### src/rtl/fetch_predictor.sv
// ---------------------------------------------------------------------------
// fetch_predictor
//
// Generates the fetch-stage PC and a dynamic branch prediction for it.
// The prediction comes from a direct-mapped branch target buffer (BTB) whose
// entries hold a valid bit, a tag, a target address and a 2-bit saturating
// counter. Resolved branches reported by decode train the BTB. A small
// priority mux picks the next PC from the exception, stall, mispredict and
// predicted paths.
//
// Parameters
//   ENTRIES         number of BTB entries (power of two, 4..64)
//   RESET_PC        PC loaded while reset is asserted
//
// Ports
//   clk             clock
//   rst_n           synchronous active-low reset
//   stall           hold the PC; also blocks BTB training and mispredict redirect
//   excp_redirect   exception/ertn redirect request (beats stall)
//   excp_pc         exception/ertn target
//   bi_flag         decode holds a branch/jump whose outcome is in bi_*
//   bi_pc           PC of the resolved branch
//   bi_taken        resolved direction
//   bi_target       resolved target
//   predict_miss    decode detected a misprediction
//   if_valid        fetch PC valid (0 during reset)
//   if_pc           current fetch PC
//   if_pred_taken   BTB predicts the branch at if_pc is taken
//   if_pred_target  predicted next fetch PC
// ---------------------------------------------------------------------------
module fetch_predictor #(
  parameter int          ENTRIES  = 16,
  parameter logic [31:0] RESET_PC = 32'h1c00_0000
) (
  input  logic        clk,
  input  logic        rst_n,
  input  logic        stall,
  input  logic        excp_redirect,
  input  logic [31:0] excp_pc,
  input  logic        bi_flag,
  input  logic [31:0] bi_pc,
  input  logic        bi_taken,
  input  logic [31:0] bi_target,
  input  logic        predict_miss,
  output logic        if_valid,
  output logic [31:0] if_pc,
  output logic        if_pred_taken,
  output logic [31:0] if_pred_target
);

  localparam int IDX  = $clog2(ENTRIES);
  localparam int TAGW = 30 - IDX;

  // -------------------------------------------------------------------------
  // State
  // -------------------------------------------------------------------------
  logic [31:0]     pc_q;
  logic [31:0]     pc_d;
  logic            valid_q;

  logic            btb_valid_q  [ENTRIES];
  logic [TAGW-1:0] btb_tag_q    [ENTRIES];
  logic [31:0]     btb_target_q [ENTRIES];
  logic [1:0]      btb_ctr_q    [ENTRIES];

  // -------------------------------------------------------------------------
  // Lookup on the current fetch PC (purely combinational; a write in this
  // cycle is not bypassed, so the prediction reflects the old contents)
  // -------------------------------------------------------------------------
  logic [IDX-1:0]  look_idx;
  logic [TAGW-1:0] look_tag;
  logic            look_hit;
  logic [31:0]     pc_plus4;

  assign look_idx = pc_q[IDX+1:2];
  assign look_tag = pc_q[31:IDX+2];
  assign look_hit = btb_valid_q[look_idx] && (btb_tag_q[look_idx] == look_tag);
  assign pc_plus4 = pc_q + 32'd4;   // wraps modulo 2^32

  assign if_pred_taken  = look_hit && btb_ctr_q[look_idx][1];
  assign if_pred_target = if_pred_taken ? btb_target_q[look_idx] : pc_plus4;

  assign if_pc    = pc_q;
  assign if_valid = valid_q;

  // -------------------------------------------------------------------------
  // Training path for the branch resolved in decode
  // -------------------------------------------------------------------------
  logic [IDX-1:0]  upd_idx;
  logic [TAGW-1:0] upd_tag;
  logic            upd_hit;
  logic            upd_en;
  logic            upd_wr;
  logic [1:0]      upd_ctr_old;
  logic [1:0]      upd_ctr_d;

  assign upd_idx     = bi_pc[IDX+1:2];
  assign upd_tag     = bi_pc[31:IDX+2];
  assign upd_hit     = btb_valid_q[upd_idx] && (btb_tag_q[upd_idx] == upd_tag);
  assign upd_ctr_old = btb_ctr_q[upd_idx];

  // Training is independent of predict_miss: every resolved branch counts,
  // but a held (stalled) or squashed (exception) instruction must not be
  // counted, otherwise it would be counted again when re-presented.
  assign upd_en = rst_n && bi_flag && !stall && !excp_redirect;

  // A not-taken branch that misses is not worth an entry.
  assign upd_wr = upd_en && (upd_hit || bi_taken);

  always_comb begin
    upd_ctr_d = upd_ctr_old;
    if (!upd_hit) begin
      upd_ctr_d = 2'b10;                 // fresh allocation: weakly taken
    end else if (bi_taken) begin
      if (upd_ctr_old != 2'b11) upd_ctr_d = upd_ctr_old + 2'd1;
    end else begin
      if (upd_ctr_old != 2'b00) upd_ctr_d = upd_ctr_old - 2'd1;
    end
  end

  // -------------------------------------------------------------------------
  // BTB storage, one slice per entry. Only the valid bits are reset, which
  // empties the buffer in a single cycle; tag/target/ctr are don't-care
  // while their valid bit is clear.
  // -------------------------------------------------------------------------
  for (genvar gi = 0; gi < ENTRIES; gi++) begin : g_btb
    logic sel;
    assign sel = upd_wr && (upd_idx == IDX'(gi));

    always_ff @(posedge clk) begin
      if (!rst_n) begin
        btb_valid_q[gi] <= 1'b0;
      end else if (sel) begin
        btb_valid_q[gi] <= 1'b1;
      end
    end

    always_ff @(posedge clk) begin
      if (sel) begin
        btb_tag_q[gi] <= upd_tag;
        btb_ctr_q[gi] <= upd_ctr_d;
        // A not-taken hit keeps the previously learned target.
        if (bi_taken) begin
          btb_target_q[gi] <= bi_target;
        end
      end
    end
  end

  // -------------------------------------------------------------------------
  // Next-PC selection: exception > stall > mispredict > prediction
  // -------------------------------------------------------------------------
  always_comb begin
    pc_d = if_pred_target;
    if (excp_redirect) begin
      pc_d = excp_pc;
    end else if (stall) begin
      pc_d = pc_q;
    end else if (predict_miss) begin
      pc_d = bi_taken ? bi_target : (bi_pc + 32'd4);
    end
  end

  always_ff @(posedge clk) begin
    if (!rst_n) begin
      pc_q    <= RESET_PC;
      valid_q <= 1'b0;
    end else begin
      pc_q    <= pc_d;
      valid_q <= 1'b1;
    end
  end

endmodule

### config.mk
export PLATFORM = sky130hd
export DESIGN_NAME = fetch_predictor
export DESIGN_NICKNAME = d
export VERILOG_FILES = /design/src/rtl/fetch_predictor.sv
export SDC_FILE = /design/constraint.sdc
export NUM_CORES = 1
export LEC_CHECK = 0
export CELL_PAD_IN_SITES_DETAIL_PLACEMENT = 1
export CELL_PAD_IN_SITES_GLOBAL_PLACEMENT = 1
export CORE_MARGIN = 3
export CORE_UTILIZATION = 50
export DETAILED_ROUTE_END_ITERATION = 6
export GPL_ROUTABILITY_DRIVEN = 0
export PLACE_DENSITY_LB_ADDON = 0.1
export SYNTH_ARGS = -nofsm -noshare
export SYNTH_HDL_FRONTEND = slang
export SYNTH_SLANG_ARGS = --single-unit
### constraint.sdc
create_clock -name clk -period 15.85 [get_ports clk]
set_clock_uncertainty 0.1 [all_clocks]
set_input_delay 3.17 -clock clk [delete_from_list [all_inputs] [get_ports clk]]
set_output_delay 3.17 -clock clk [all_outputs]
set_load 0.005 [all_outputs]
==> impl_metrics.ini, run 1 <==
[global_routing]
track_usage_pct = 30.06
antenna_found_initial = 12
grt_overflow_total = 0
grt_max_degree = 83
grt_pass1_vias = 27752
grt_pass1_wl_mm = 202.0

[synth]
ys_seq_area_share_pct = 66.22
synth_top_area_cell = edfxtp_1
synth_edf_count = 975
yosysWarnings = 0
synth_ff_type = edfxtp_1
avgSynthCellArea_um2 = 18.88
synth_top_cells_by_area = edfxtp_1 (65%), mux4_2 (20%), dfxtp_1 (1.7%)
syn_area_um2 = 45360
async_reset_ff_share_pct = 0
ys_ff_latch = 1013
synth_nets = 2511
synth.distinct_cells = 73
synth_top_area_share_pct = 64.54
synth_cells = 2403

[worst_setup_path]
setup.worst_path.end_class = output port
path_cells = buf_4, buf_4, mux4_2, mux2i_1, mux2i_1, xnor2_1, nand4_1, nor4_1, buf_4, and3_1, mux2_2, clkdlybuf4s50_1
path_class = register to output port
max_stage_delay_ns = 0.87
cp_slowest_cell = buf_4
cp-start-kind = register
crit_fanout = 52
cpMostUsedCell = buf_4
cp.required_ns = 12.58
cp.arrival_ns = 6.74

[power]
vdd_drop_max_uv = 119.2
p_per_area_nw_per_um2 = 115.6
p_leak_uw = 0.01622

[cells_and_area]
postLayoutCoreUtil_pct = 58.35
syn2layout_area_growth_pct = 14.72
drive_above_1_share_pct = 28.01
layout.nets = 2709
n_fill_cell = 7754
final_cells = 3860

[place]
port_buffers = 168
post-place-ws_ns = 5.827
place_inst = 3658
post-dp-hpwl_mm = 83.64

[die]
rows = 109
io_pins = 169
die-area_um2 = 94370
coreArea_um2 = 89190
die_h_um = 307.2
die_w_um = 307.2
initial_core_util_pct = 50.86

[detailed_routing]
num_vias = 25998
vias_per_cell = 6.735
wl_per_cell_um = 36.22
antenna_left = 0
drcViolationCount = 0
dr.pass1.iters = 6
routed_wl_mm = 139.8
drt_first_iter_violations = 2991

[timing]
maxSlewHeadroom_pct = 15.04
drv_slew = 0
fin_ws_ns = 5.839
setup_viol = 0
rsz0062_at_grt = false
fin_crit_sh_pct = 63.16
period_needed_ns = 10.01
tightest_slew_ns = 1.272
fin_tns_setup_ns = 0
hold_viol = 0
fmax_mhz = 99.89

[run]
maxCapViolCount = 0

[cts]
clockBufferDepth = 3
htree_levels = 3
cts_buffers = 106
clk_pin_slew_ns = 0.06
hold_buffers = 0
root_buffer = clkbuf_16
clk_latency_ns = 0.69
cts.sinks = 1013
cts.repair.resized = 0
tritoncts = built
postCtsSetupRepairBufs = 0

[run_status]
status = finished, final reports clean

[worst_hold_path]
hold_class = register to register
[power breakdown]
part | switching (µW) | total (µW) | internal, µW | leakage, µW
registers | 33.1 | 2980 | 2940 | 0.00916
clock network | 1070 | 2490 | 1420 | 0.00168
logic | 303 | 550 | 248 | 0.00538
total | 1400 | 6010 | 4610 | 0.0162
[stage by stage]
stage | instance area [µm²] | hold slack [ns] | total power (µW)
global placement | 48580 | 0.3727 | 3570
finish | 52040 | 0.4004 | 6013
CTS | 52030 | 0.3990 | 6049
detailed placement | 48580 | 0.3788 | 3582
global route | 52040 | 0.4102 | 6193
floorplan | 45360 | 0.3399 | 3348
[placed cells by master (no fill, tap or decap), types with 34 or more instances in the layout]
master,instances
nor2_1,73
mux2i_1,51
nand3_1,44
dfxtp_1,34
nand2_1,139
mux4_2,411
o21ai_0,54
edfxtp_1,975
clkdlybuf4s50_1,160
buf_4,91
clkbuf_16,107
xnor2_1,75
[final timing paths]
check	start	end	slack (ns)	cells after the start
max	register	if_pred_target[25]	5.84	12
min	btb_valid_q[8]$_DFF_P_	btb_valid_q[8]$_DFF_P_	0.40	2
max reg2reg	register	register	10.06	12
min reg2reg	btb_valid_q[8]$_DFF_P_	btb_valid_q[8]$_DFF_P_	0.40	2
[state kept, by name, indices dropped and copies added (netlist names), named ones only]
register / flops
btb_ctr_q: 32
btb_tag_q: 416
btb_target_q: 512
btb_valid_q: 16
if_pc: 32
if_valid: 1
[kinds of logic after synthesis]
group           share of synthesized area, %
buf+inv                                2.033
flops                                  66.22
simple gates                           4.204
mux                                    22.37
fa+ha+maj                             0.1379
compound gates                         3.051
xor+xnor                               1.989
[critical path, delay by kind of cell, from the launching register on]
kind                      cells  cell delay, ns
xor gates and xnor gates      1            0.45
buffers and inverters         4            2.25
DFF                           1            0.45
muxes                         4            1.38
and+or+nand+nor               3            1.40
[metal layers]
layer	GRT usage, %	wire length (µm)	up-vias	part of all wire, %
met2	48.96	68230	1320	49
met1	41.92	55180	13998	39
li1	-	-	10437	-
met5	0	27	-	0.019
met3	5.515	12060	239	8.6
met4	9.163	4308	4	3.1
[Yosys cell counts (28+ instances only)]
library cell	count
nand2_1	139
clkbuf_1	80
mux2i_1	51
edfxtp_1	975
nand3_1	44
xnor2_1	75
nor2_1	84
dfxtp_1	38
xor2_1	28
mux4_2	411
a21oi_1	30
buf_2	56
o21ai_0	54
[cell type report]
type                    count  area [µm²]  share of cell area [%]
clock buffers             119        2733                   5.251
flip-flops and latches   1013       30050                   57.75
inverters                  25       96.34                  0.1851
well taps                1165        1458                   2.801
diodes                      3       7.507                 0.01443
clock inverters            80       716.9                   1.378
repair buffers            260        2369                   4.551
multi-input cells        1195       14610                   28.07
Note: power is estimated with default switching activity, not from simulation.
==> inputs of run 2 (changes only) <==
==> constraint.sdc (replaced) <==
create_clock -name clk -period 10.05 [get_ports clk]
set_clock_uncertainty 0.1 [all_clocks]
set_input_delay 2.01 -clock clk [delete_from_list [all_inputs] [get_ports clk]]
set_output_delay 2.01 -clock clk [all_outputs]
set_load 0.005 [all_outputs]
==> run 2 against run 1 <==
Compared with the run above: power up 59%; hold slack worse by 0.0026 ns; utilization grew 0.12 points; clock power grew 59%; sequential share of layout area is 0.12 points lower; final cell count rose by 0.18%; register-to-register slack lost 5.6 ns; sequential cell count unchanged; critical endpoint unchanged; largest power group unchanged.
==> impl_metrics.ini, run 2 (synthesized netlist as in run 1, its figures left out) <==
[run_status]
status = finished, final reports clean

[place]
place_area_um2 = 48650
post-dp-hpwl_mm = 88.20
port_buffers = 168
place_inst = 3665

[timing]
worst_hold_slack_ns = 0.3978
fin_tns_setup_ns = 0
period_needed_ns = 8.549
rsz0062_at_grt = false
maxSlewHeadroom_pct = 16.77
fin_crit_sh_pct = 85.07
fmax_mhz = 117.0
setup_viol = 0
tightest_slew_ns = 1.241
drv_slew = 0
hold_viol = 0

[cts]
postCtsSetupRepairBufs = 0
clockBufferDepth = 3
clk_pin_slew_ns = 0.06
clk_latency_ns = 0.70
root_buffer = clkbuf_16
cts.repair.resized = 0
hold_buffers = 0
cts.sinks = 1013
htree_levels = 3
cts_buffers = 105
tritoncts = built

[global_routing]
grt_overflow_total = 0
grt_max_degree = 111
grt_pass1_vias = 27713
antenna_found_initial = 8
track_usage_pct = 30.39
grt_pass1_wl_mm = 203.5

[run]
maxCapViolCount = 0

[power]
finalPower_uw = 9546
p_leak_uw = 0.01627
p_per_area_nw_per_um2 = 183.0
vdd_drop_max_uv = 193.4

[cells_and_area]
final_cells = 3867
syn2layout_area_growth_pct = 14.96
seq_area_um2 = 30050
drive_above_1_share_pct = 27.80
fin_area_um2 = 52150
largestRegisters = btb_target_q: 512 flops, btb_tag_q: 416 flops
n_fill_cell = 7747
layout_commonest_cell = edfxtp_1
final_cell_mix = edfxtp_1 (975), mux4_2 (411), clkdlybuf4s50_1 (160)
largest_reg_flops = 512
multi_input_area_um2 = 14610
top_register = btb_target_q
layout.nets = 2715

[die]
coreArea_um2 = 89190
rows = 109
die-area_um2 = 94370
die_w_um = 307.2
initial_core_util_pct = 50.86
die_h_um = 307.2
io_pins = 169

[detailed_routing]
antenna_left = 0
wl_per_cell_um = 36.77
drcViolationCount = 0
drt_first_iter_violations = 3497
routed_wl_mm = 142.2
vias_per_cell = 6.789
dr.pass1.iters = 5
num_vias = 26252

[worst_setup_path]
setup.worst_path.end_class = output port
cp.required_ns = 7.94
cp-start-kind = register
path_class = register to output port
rrSetupSlack_ns = 4.47
crit_fanout = 43
cp.arrival_ns = 6.44

[worst_hold_path]
hold_class = register to register
==> run 2: cell count changes in the layout (fill, tap and decap cells not counted), sizes merged <==
cell,change
clkbuf,+16
clkinv,-13
buf,+7
clkinvlp,-3
inv,-3
bufinv,+2
diode,+1
==> run 2: final timing paths <==
path | startpoint | to | cells after the start
worst max-delay path | register | if_pred_target[25] | 11
worst min register to register | btb_valid_q[8]$_DFF_P_ | btb_valid_q[8]$_DFF_P_ | 2
worst min-delay path | btb_valid_q[8]$_DFF_P_ | btb_valid_q[8]$_DFF_P_ | 2
worst max register to register | register | register | 10
==> run 2: cell type report <==
cell class                 count  area share [%]
sequential                  1013           57.63
clock buffer                 135           5.374
inverter                      25          0.1847
multi-input combinational   1195           28.02
antenna                        4         0.01919
tap                         1165           2.795
timing repair buffer         267           4.667
clock inverter                63           1.317
==> run 2: worst max-delay path, cell delays in order (launching register included) <==
cell,delay (ns)
dfxtp_4,0.93
buf_4,0.54
mux4_2,0.57
mux2i_1,0.17
mux2i_1,0.12
xnor2_1,0.51
nand4_1,0.16
nor4_1,0.98
buf_4,0.29
and3_1,0.50
mux2_2,0.44
clkdlybuf4s50_1,0.45
==> run 2: layer usage <==
| layer | vias up | global-route usage (%) | wire length (µm) |
|---|---|---|---|
| met5 | - | 0 | 17 |
| li1 | 10417 | - | - |
| met2 | 1506 | 48.40 | 68560 |
| met1 | 14059 | 42.89 | 56020 |
| met4 | 2 | 10.18 | 5084 |
| met3 | 268 | 5.736 | 12510 |
==> run 2: report_power, final <==
group          leakage (µW)  switching [µW]  internal [µW]
logic               0.00542             471            392
clock network       0.00169            1670           2310
registers           0.00916            64.7           4640
total                0.0163            2200           7340
==> run 2: metrics by stage <==
| stage | util [%] | setup WS (ns) |
|---|---|---|
| after floorplan | - | 2.147 |
| after global placement | 54.54 | 2.142 |
| final | 58.47 | 1.501 |
| after CTS | 58.46 | 1.576 |
| after detailed placement | 54.54 | 1.974 |
| after global routing | 58.46 | 1.232 |
